[config.mk]
export PLATFORM = sky130hd
export DESIGN_NAME = branch_redirect_ctrl
export DESIGN_NICKNAME = d
export VERILOG_FILES = /design/src/rtl/mips_pkg.sv /design/src/rtl/branch_redirect_ctrl_sat_counter.sv /design/src/rtl/branch_redirect_ctrl.sv
export SDC_FILE = /design/constraint.sdc
export NUM_CORES = 1
export LEC_CHECK = 0
export ABC_AREA = 1
export BUFFER_PORTS_ARGS = -buffer_cell sky130_fd_sc_hd__clkbuf_2
export CAP_MARGIN = 20
export CORE_UTILIZATION = 50
export DETAILED_ROUTE_END_ITERATION = 10
export GPL_TIMING_DRIVEN = 1
export PLACE_DENSITY = 0.86
export SYNTH_ARGS = -nofsm -noshare
export SYNTH_HDL_FRONTEND = slang
export SYNTH_SLANG_ARGS = --single-unit
[constraint.sdc]
create_clock -name clk -period 2.1 [get_ports clk]
set_input_delay 0.42 -clock clk [delete_from_list [all_inputs] [get_ports clk]]
set_output_delay 0.42 -clock clk [all_outputs]
set_load 0.02 [all_outputs]
[src/rtl/mips_pkg.sv]
`default_nettype none
// ============================================================================
// Module      : mips_pkg
// Description : Shared definitions for the branch redirect controller:
//               branch opcodes and the redirect FSM state encoding.
// Revision    : 1.0 - initial release
// ============================================================================
package mips_pkg;

  // Conditional branch opcodes resolved in ID/EX
  localparam logic [5:0] OP_BEQ = 6'd4;
  localparam logic [5:0] OP_BNE = 6'd5;

  // Redirect FSM state encoding
  typedef enum logic [1:0] {
    ST_IDLE     = 2'd0,
    ST_REDIRECT = 2'd1,
    ST_FLUSH    = 2'd2
  } state_e;

endpackage : mips_pkg
`default_nettype wire

[src/rtl/branch_redirect_ctrl_sat_counter.sv]
`default_nettype none
// ============================================================================
// Module      : sat_counter
// Description : Up-counter that sticks at all-ones instead of wrapping.
// Ports       : clk   - clock
//               rst_n - asynchronous active-low reset, clears the count
//               inc   - increment request for this cycle
//               count - current count value
// Revision    : 1.0 - initial release
// ============================================================================
module sat_counter #(
  parameter int W = 16
) (
  input  logic         clk,
  input  logic         rst_n,
  input  logic         inc,
  output logic [W-1:0] count
);

  logic [W-1:0] count_q;
  logic [W-1:0] count_d;

  // Hold at all-ones once reached
  always_comb begin
    count_d = count_q;
    if (inc && (count_q != {W{1'b1}})) begin
      count_d = count_q + {{(W-1){1'b0}}, 1'b1};
    end
  end

  always_ff @(posedge clk or negedge rst_n) begin
    if (!rst_n) begin
      count_q <= '0;
    end else begin
      count_q <= count_d;
    end
  end

  assign count = count_q;

endmodule : sat_counter
`default_nettype wire

[src/rtl/branch_redirect_ctrl.sv]
`default_nettype none
// ============================================================================
// Module      : branch_redirect_ctrl
// Description : Resolves BEQ/BNE compares from ID/EX, offers the branch
//               target to fetch through a valid/ready handshake, then kills
//               the IF/ID register for one cycle. Keeps saturating counts of
//               taken and not-taken branches.
// Ports       : clk, rst_n                  - clock, async active-low reset
//               br_valid/br_ready           - compare handshake from ID/EX
//               br_op, zero, pc_plus4, imm  - compare payload
//               redirect_valid/ready, _pc   - redirect handshake to fetch
//               flush_ifid                  - one-cycle IF/ID kill
//               taken_cnt, nottaken_cnt     - branch statistics
// Revision    : 1.0 - initial release
// ============================================================================
module branch_redirect_ctrl
  import mips_pkg::*;
#(
  parameter int CNT_W = 16
) (
  input  logic             clk,
  input  logic             rst_n,
  input  logic             br_valid,
  output logic             br_ready,
  input  logic [5:0]       br_op,
  input  logic             zero,
  input  logic [31:0]      pc_plus4,
  input  logic [31:0]      imm,
  output logic             redirect_valid,
  input  logic             redirect_ready,
  output logic [31:0]      redirect_pc,
  output logic             flush_ifid,
  output logic [CNT_W-1:0] taken_cnt,
  output logic [CNT_W-1:0] nottaken_cnt
);

  state_e      state_q;
  logic        br_ready_q;
  logic        redirect_valid_q;
  logic        flush_q;
  logic [31:0] redirect_pc_q;

  logic        accept_d;
  logic        is_beq_d;
  logic        is_bne_d;
  logic        taken_d;
  logic [31:0] target_d;

  assign accept_d = br_valid && br_ready_q;
  assign is_beq_d = (br_op == OP_BEQ);
  assign is_bne_d = (br_op == OP_BNE);
  assign taken_d  = (is_beq_d && zero) || (is_bne_d && !zero);
  // Word offset scaled to bytes; carry out of bit 31 is dropped
  assign target_d = pc_plus4 + (imm << 2);

  // FSM with outputs registered alongside the state
  always_ff @(posedge clk or negedge rst_n) begin
    if (!rst_n) begin
      state_q          <= ST_IDLE;
      br_ready_q       <= 1'b1;
      redirect_valid_q <= 1'b0;
      flush_q          <= 1'b0;
      redirect_pc_q    <= '0;
    end else begin
      case (state_q)
        ST_IDLE: begin
          if (accept_d) begin
            redirect_pc_q <= target_d;
          end
          if (accept_d && taken_d) begin
            state_q          <= ST_REDIRECT;
            br_ready_q       <= 1'b0;
            redirect_valid_q <= 1'b1;
          end
        end
        ST_REDIRECT: begin
          if (redirect_ready) begin
            state_q          <= ST_FLUSH;
            redirect_valid_q <= 1'b0;
            flush_q          <= 1'b1;
          end
        end
        ST_FLUSH: begin
          state_q    <= ST_IDLE;
          flush_q    <= 1'b0;
          br_ready_q <= 1'b1;
        end
        default: begin
          state_q          <= ST_IDLE;
          br_ready_q       <= 1'b1;
          redirect_valid_q <= 1'b0;
          flush_q          <= 1'b0;
        end
      endcase
    end
  end

  assign br_ready       = br_ready_q;
  assign redirect_valid = redirect_valid_q;
  assign flush_ifid     = flush_q;
  assign redirect_pc    = redirect_pc_q;

  // Only BEQ/BNE count; other opcodes are accepted and dropped
  sat_counter #(.W(CNT_W)) u_taken_cnt (
    .clk   (clk),
    .rst_n (rst_n),
    .inc   (accept_d && taken_d),
    .count (taken_cnt)
  );

  sat_counter #(.W(CNT_W)) u_nottaken_cnt (
    .clk   (clk),
    .rst_n (rst_n),
    .inc   (accept_d && (is_beq_d || is_bne_d) && !taken_d),
    .count (nottaken_cnt)
  );

endmodule : branch_redirect_ctrl
`default_nettype wire

# Word level (Yosys, flattened, before mapping)
# Cells that the tools add are included.
# classes
n_addsub	3
eq_ne	8
n_mux	10
bitwise_logic	3
n_reduce_logical	18
# op_table
op	n
$add 16x1->16 const B	2
$add 32x32->32	1
$ne 16x16->1 const B	2
$eq 6x3->1 const B	2
$logic_and 1x1->1	8
$reduce_and 2->1	4
$mux 1	4
$mux 2	2
$pmux 1 s2	2
$pmux 2 s2	1
$not 1->1	3
$pmux 1 s3	1
$reduce_and 3->1	1
$eq 2x1->1 const B	1
$eq 2x2->1 const B	1
$logic_not 1->1	2
$logic_not 2->1	1
$logic_or 1x1->1	2
$ne 2x1->1 const B	1
$ne 2x2->1 const B	1
# word_totals
regBits	69
inputBits	75
out_inout_bits	67
word_cells	49

# Logic depth before layout (Yosys ltp)
# Gate-level depths: netlist (run 1).
# depth
ltp_word	6
depth_mapped	13
depth_no_buf	13

# Hierarchy
# A second synthesis (run 1) with hierarchy kept.
# hier_totals
hier_cells	891
hier_area_um2	5724.2
# modules_own_cells
mod	n_inst	cells_each	area_each_um2	seq_area_each_um2
branch_redirect_ctrl	1	593	3607.2	927.1
sat_counter	2	149	1058.5	400.4

# Worst setup path after synthesis (run 1)
# Ideal clock, no wire load.
# synth_timing
kind	input to register
from	input pc_plus4[2]
to	register redirect_pc_q[30], in the netlist redirect_pc[30]
setup_ns	0.117
arrival_time_ns	1.769
required_time_ns	1.983
path_slack_ns	0.214
cell_stages	13
path_buffers	0
cell_sequence	ha_1 > inv_1 > fa_1 > inv_1 > nand3_1 > nand3_1 > nand3_1 > nand3_1 > nand2_1 > nand2_1 > nand2_1 > nand3_1 > nand2_1
# synth_between
elab_chain_cells	1
# synth_rtl
element	line	text
start, declared	branch_redirect_ctrl.sv:27	input logic [31:0] pc_plus4,
$add 32x32->32	branch_redirect_ctrl.sv:54	assign target_d = pc_plus4 + (imm << 2);
end signal, assigned	branch_redirect_ctrl.sv:68	redirect_pc_q <= target_d;
end, declared	branch_redirect_ctrl.sv:41	logic [31:0] redirect_pc_q;
# Every way passes these cells.
# A chain may end at the register's enable or synchronous reset.

# Worst setup path in the final report (run 1)
# layout_timing
from	input pc_plus4[2]
to	register redirect_pc_q[24], in the netlist redirect_pc[24]
# The elaborated chain is that of the path after synthesis.

==> flow_metrics.py, run 1 <==
metrics = {
    "drt": {
        "wl_met1_mm": 5.86,
        "post_drt_wl_per_cell_um": 12.2,
        "drtIter0Drc": 297,
        "drc_errors": 0,
        "met3_length_um": 676,
        "num_vias": 5273,
        "met2WireLength_mm": 6.27,
        "topRoutingLayerUsed": "met4",
        "viasPerCell": 4.96,
        "ant_nets": 0,
        "drt-pass1-iter-count": 5,
        "wl_mm": 13.0,
    },
    "run": {
        "drv_cap": 0,
    },
    "yosys": {
        "syn-num-nets": 878,
        "synthCells": 771,
        "ys_ff_latch": 69,
        "netlist_area_um2": 5300,
        "synth_edf_count": 0,
        "yosys.cell_types.count": 40,
        "synth_top_area_share_pct": 32.1,
        "synthTopCellsByArea": "dfrtp_1 (32%), nand2_1 (20%), inv_1 (8.2%)",
        "synth_area_per_cell_um2": 6.87,
        "synthFlopType": "dfrtp_1",
        "synth_common_cells": "nand2_1 (286), inv_1 (115), dfrtp_1 (68)",
        "synth.most_common_cell": "nand2_1",
        "synth_warnings": 0,
        "synth.largest_area_cell": "dfrtp_1",
        "ys_seq_area_share_pct": 32.6,
        "async_reset_ff_share_pct": 100,
    },
    "sta": {
        "whs_ns": 0.0762,
        "min_period_ns": 1.89,
        "fin_ws_ns": 0.209,
        "finalSetupViolCount": 0,
        "skew_ns": 0.0132,
        "grt_setup_unrepaired": "no",
        "tightest_slew_ns": 0.701,
        "fin_crit_sh_pct": 90.0,
        "max_freq_mhz": 529,
        "slew_violations": 0,
        "hold_viol_final": 0,
        "slew_headroom_pct": 53.2,
    },
    "clock_network": {
        "cts_hold_buffers": 0,
        "numCtsBuffers": 9,
        "root_buffer": "clkbuf_8",
        "htreeDepth": 3,
        "cts_tree": "yes",
        "cts_buffer_depth": 2,
        "clk_latency_ns": 0.35,
        "clk_pin_slew_ns": 0.09,
        "cts_sinks": 69,
        "cts.repair.resized": 0,
        "cts_setup_buffers": 0,
    },
    "power_and_ir_drop": {
        "comb_power_share_pct": 35.4,
        "p_total_uw": 4060,
        "max-vdd-ir-drop_uv": 433,
        "seqPwrFrac_pct": 40.5,
        "cellPowerDensity_nw_per_um2": 636,
        "p_leak_uw": 0.00374,
        "internal_power_uw": 2450,
        "p_sw_share_pct": 39.6,
        "clkPwrFrac_pct": 24.2,
        "power_switching_uw": 1610,
    },
    "cells_and_area": {
        "drive_gt1_share_pct": 22.3,
        "stdcell_count": 1063,
        "antenna_cells": 0,
        "nets": 1029,
        "syn2layout_area_growth_pct": 20.4,
    },
    "grt": {
        "grt_start_max_net_pins": 70,
        "grt_first_pass_wirelength_mm": 22.0,
        "grt_pass1_vias": 4827,
        "grt_remaining_overflow": 0,
        "grtUsageTotal_pct": 24.8,
        "antenna_found_initial": 0,
    },
    "floorplan": {
        "num_rows": 37,
        "die_area_um2": 11000,
        "initial_utilization_pct": 51.5,
        "core-area_um2": 10300,
        "die_w_um": 105,
        "ios": 142,
        "fp.dieH_um": 105,
    },
    "min_path": {
        "hold_path.class": "in -> async",
    },
    "critical_path": {
        "worstSetupStartpointType": "primary input",
        "cp_max_fo": 4,
        "r2r-start": "br_ready$_DFFE_PN1P_",
        "cp.required_ns": 2.34,
        "path_class": "in -> reg",
        "worstSetupStartpoint": "pc_plus4[2]",
        "worstPathArrival_ns": 2.13,
        "cp-end-kind": "register",
    },
    "outcome": {
        "status": "finished, final reports clean",
    },
    "place": {
        "routabilityCongestion": 0.946,
        "post-place-ws_ns": -0.188,
        "placed_cells": 1047,
        "dp_hpwl_mm": 10.5,
        "io_buffers": 139,
    },
}
==> cells by family (layout without fill, tap and decap cells) <==
logic type | Yosys count | after routing | synth area share [%]
simple gates | 450 | 450 | 37.9
buf+inv | 127 | 283 | 9.14
flops | 69 | 69 | 32.6
compound gates | 50 | 50 | 5.13
xor+xnor | 43 | 43 | 7.54
fa+ha+maj | 32 | 32 | 7.70
==> metal layers <==
metal	GRT usage [%]	vias to the layer above
met5	0	-
met2	41.7	174
met4	6.74	0
li1	-	2684
met3	4.05	23
met1	33.0	2392
==> flip-flops by register name (all words and copies together) (netlist names) <==
signal / count
u_nottaken_cnt.count: 16
br_ready: 1
redirect_pc: 32
flush_ifid: 1
u_taken_cnt.count: 16
redirect_valid: 1
state_q: 2
==> critical path: stages <==
cell and delay [ns]:
clkbuf_2 0.09, ha_1 0.25, inv_1 0.08, fa_1 0.39, inv_1 0.08, nand3_1 0.06, nand3_1 0.15, nand2_1 0.10
nand2_1 0.12, nand2_1 0.08, nand3_1 0.09, nand2_1 0.05, nand3_1 0.10, nand2_1 0.06
==> power by group through the flow <==
stage               logic, uW  clock network [uW]  registers (uW)
finish                   1440                 980            1640
global route             1600                1060            1670
CTS                      1440                1000            1640
detailed placement       1440                   0            1660
global placement         1420                   0            1660
floorplan                 704                   0            1880
==> placed cells by master, fill, tap and decap left out, drive strengths merged, types with 8 or more instances in the layout <==
cell type,synthesis,routed
nor2,75,75
dfrtp,68,68
a21oi,23,23
nand2,294,294
o21ai,21,21
clkbuf,4,147
inv,121,122
xor2,19,19
nand4,11,11
xnor2,24,24
ha,31,31
nand3,56,56
buf,2,8
==> per-stage QoR <==
step | area, um2 | utilization [%] | TNS, ns
6_report | 6380 | 62.0 | 0
5_1_grt | 6380 | 62.0 | 0
4_1_cts | 6380 | 62.0 | 0
3_5_place_dp | 6200 | 60.3 | -1.30
3_3_place_gp | 6200 | 60.3 | -0.939
2_1_floorplan | 5300 | - | 0
==> cell type report <==
cell class | instances | area [um2]
inverter | 121 | 459
tap | 136 | 170
timing repair buffer | 146 | 761
fill | 993 | 3900
multi-input combinational | 575 | 3080
sequential | 69 | 1730
clock buffer | 9 | 124
clock inverter | 7 | 50.0
==> path summary, 6_finish.rpt <==
check	slack [ns]	to	depth (start not counted)
setup / recovery	0.21	redirect_pc[24]$_DFFE_PN0P_	14
hold / removal	0.08	u_taken_cnt.count[13]$_DFFE_PN0P_	2
setup reg to reg	0.47	u_nottaken_cnt.count[13]$_DFFE_PN0P_	8
hold reg to reg	0.48	redirect_pc[27]$_DFFE_PN0P_	2
max in group asynchronous	1.71	br_ready$_DFFE_PN1P_	2
min in group clk	0.27	redirect_pc[0]$_DFFE_PN0P_	3
Note: power is estimated with default switching activity, not from simulation.
==> inputs of run 2 (changes only) <==
GPL_TIMING_DRIVEN = 0   (was 1)
PLACE_DENSITY = 0.76   (was 0.86)
clock period = 2.43 ns   (was 2.1 ns; I/O delays follow)
==> run 2 against run 1 <==
  * Largest cell class unchanged
  * Cell count did not move
  * Utilization rose by 0.37 points
  * Worst setup slack improved by 0.20 ns
  * Total power fell by 6.8%
  * Flip-flop and latch count did not move
  * Global-route usage fell by 0.18 points
==> flow_metrics.py, run 2 (same netlist as run 1, synthesis figures left out) <==
metrics = {
    "outcome": {
        "status": "finished, final reports clean",
    },
    "sta": {
        "fin_crit_sh_pct": 83.1,
        "min_period_ns": 2.02,
        "hold_viol_final": 0,
        "tns_ns": 0,
        "finalSetupViolCount": 0,
        "tightest_slew_ns": 0.625,
        "slew_violations": 0,
        "grt_setup_unrepaired": "no",
        "skew_ns": 0.0187,
        "max_freq_mhz": 495,
        "slew_headroom_pct": 58.3,
    },
    "clock_network": {
        "htreeDepth": 3,
        "cts_hold_buffers": 0,
        "root_buffer": "clkbuf_8",
        "clk_latency_ns": 0.35,
        "numCtsBuffers": 9,
        "cts_buffer_depth": 2,
        "cts_tree": "yes",
        "cts_sinks": 69,
        "clk_pin_slew_ns": 0.10,
        "cts_setup_buffers": 0,
        "cts.repair.resized": 0,
    },
    "critical_path": {
        "slowest_delay_ns": 0.41,
        "cp.required_ns": 2.68,
        "cp-end-kind": "register",
        "path_class": "in -> reg",
        "worstPathCellList": "clkbuf_2 > ha_1 > inv_1 > fa_1 > inv_1 > nand3_1 > nand3_1 > nand3_1 > nand3_1 > nand2_1 > nand2_1 > nand2_1 > nand3_1 > nand2_1",
        "worstPathArrival_ns": 2.27,
        "cp_slowest_cell": "fa_1",
        "worstSetupStartpointType": "primary input",
        "cp_max_fo": 4,
        "cp_common_cell": "nand3_1",
    },
    "grt": {
        "grt_first_pass_wirelength_mm": 21.6,
        "grt_start_max_net_pins": 37,
        "grtUsageTotal_pct": 24.6,
        "grt_pass1_vias": 4639,
        "antenna_found_initial": 0,
        "grt_remaining_overflow": 0,
    },
    "cells_and_area": {
        "syn2layout_area_growth_pct": 21.1,
        "fillers": 1033,
        "regArea_um2": 1730,
        "drive_gt1_share_pct": 21.9,
        "nets": 1029,
        "antenna_cells": 0,
        "stdcell_count": 1063,
        "final_common_cell": "nand2_1",
        "mostFrequentLayoutCells": "nand2_1 (286), clkbuf_2 (138), inv_1 (115)",
        "largest_reg_flops": 32,
        "multi_input_area_um2": 3080,
    },
    "floorplan": {
        "die_area_um2": 11000,
        "fp.dieH_um": 105,
        "ios": 142,
        "num_rows": 37,
        "core-area_um2": 10300,
        "initial_utilization_pct": 51.5,
        "die_w_um": 105,
    },
    "place": {
        "dp_hpwl_mm": 10.6,
        "io_buffers": 139,
        "placed_cells": 1047,
        "routabilityCongestion": 0.946,
    },
    "drt": {
        "drt-pass1-iter-count": 5,
        "viasPerCell": 4.86,
        "drtIter0Drc": 241,
        "ant_nets": 0,
        "drc_errors": 0,
        "num_vias": 5164,
        "wl_mm": 13.0,
        "post_drt_wl_per_cell_um": 12.2,
    },
    "power_and_ir_drop": {
        "power_switching_uw": 1440,
        "internal_power_uw": 2340,
        "comb_power_share_pct": 32.9,
        "p_sw_share_pct": 38.2,
        "clkPwrFrac_pct": 29.6,
        "cellPowerDensity_nw_per_um2": 589,
        "p_leak_uw": 0.00375,
        "max-vdd-ir-drop_uv": 358,
        "seqPwrFrac_pct": 37.5,
        "p_total_uw": 3780,
    },
    "min_path": {
        "hold_path.class": "in -> async",
    },
    "run": {
        "drv_cap": 0,
    },
}
-- run 2: cell count changes in the layout (fill, tap and decap cells not counted) --
cell        previous run  this run
clkbuf_1               0         4
clkbuf_4               0         1
clkinv_2               2         0
clkinvlp_4             3         1
buf_2                  1         2
buf_4                  6         0
inv_8                  0         1
clkinv_4               1         0
inv_6                  1         3
bufinv_16              0         2
-- run 2: cell type report --
type | count | area share, %
plain buffers | 6 | 0.390
clock buffers | 9 | 1.93
clock inverters | 7 | 1.64
inverters | 121 | 7.16
multi-input cells | 575 | 48.1
flip-flops and latches | 69 | 26.9
well taps | 136 | 2.65
repair buffers | 140 | 11.2
-- run 2: worst paths after layout --
| kind | startpoint | to | slack (ns) | cells after the start |
|---|---|---|---|---|
| setup / recovery | pc_plus4[2] | redirect_pc[30]$_DFFE_PN0P_ | 0.41 | 14 |
| hold / removal | rst_n | u_taken_cnt.count[9]$_DFFE_PN0P_ | 0.11 | 1 |
| setup reg to reg | br_ready$_DFFE_PN1P_ | redirect_pc[12]$_DFFE_PN0P_ | 0.78 | 6 |
| hold reg to reg | redirect_pc[0]$_DFFE_PN0P_ | redirect_pc[0]$_DFFE_PN0P_ | 0.48 | 2 |
| max in group asynchronous | rst_n | br_ready$_DFFE_PN1P_ | 1.68 | 2 |
| min in group clk | pc_plus4[0] | redirect_pc[0]$_DFFE_PN0P_ | 0.33 | 3 |
-- run 2: per-stage QoR --
step / hold WS [ns] / setup slack, ns / util (%) / cell area (um2)
after floorplan: 0.190 / 0.478 / - / 5300
after global placement: 0.456 / 0.0523 / 60.0 / 6160
after detailed placement: 0.465 / 0.0420 / 60.2 / 6180
after CTS: 0.124 / 0.416 / 62.4 / 6410
after global routing: 0.146 / 0.237 / 62.4 / 6410
final: 0.113 / 0.411 / 62.4 / 6410
-- run 2: worst max-delay path: cells and delay by family --
family                   cells  cell delay, ns
adder cells (fa/ha/maj)      2            0.65
buffers and inverters        3            0.25
AND/OR/NAND/NOR              9            0.90
-- run 2: routing by layer --
layer	GRT usage, %	up-vias	part of all wire [%]
met3	3.43	13	5.0
met1	33.3	2326	47
met2	41.9	134	47
li1	-	2691	-
met4	5.33	0	0.98
met5	0	-	0
-- run 2: power groups by stage --
stage	logic, uW	registers [uW]	clock network (uW)
after floorplan	608	1620	0
after global placement	1220	1430	0
after detailed placement	1240	1440	0
after CTS	1250	1420	1140
after global routing	1380	1440	1190
final	1240	1420	1120
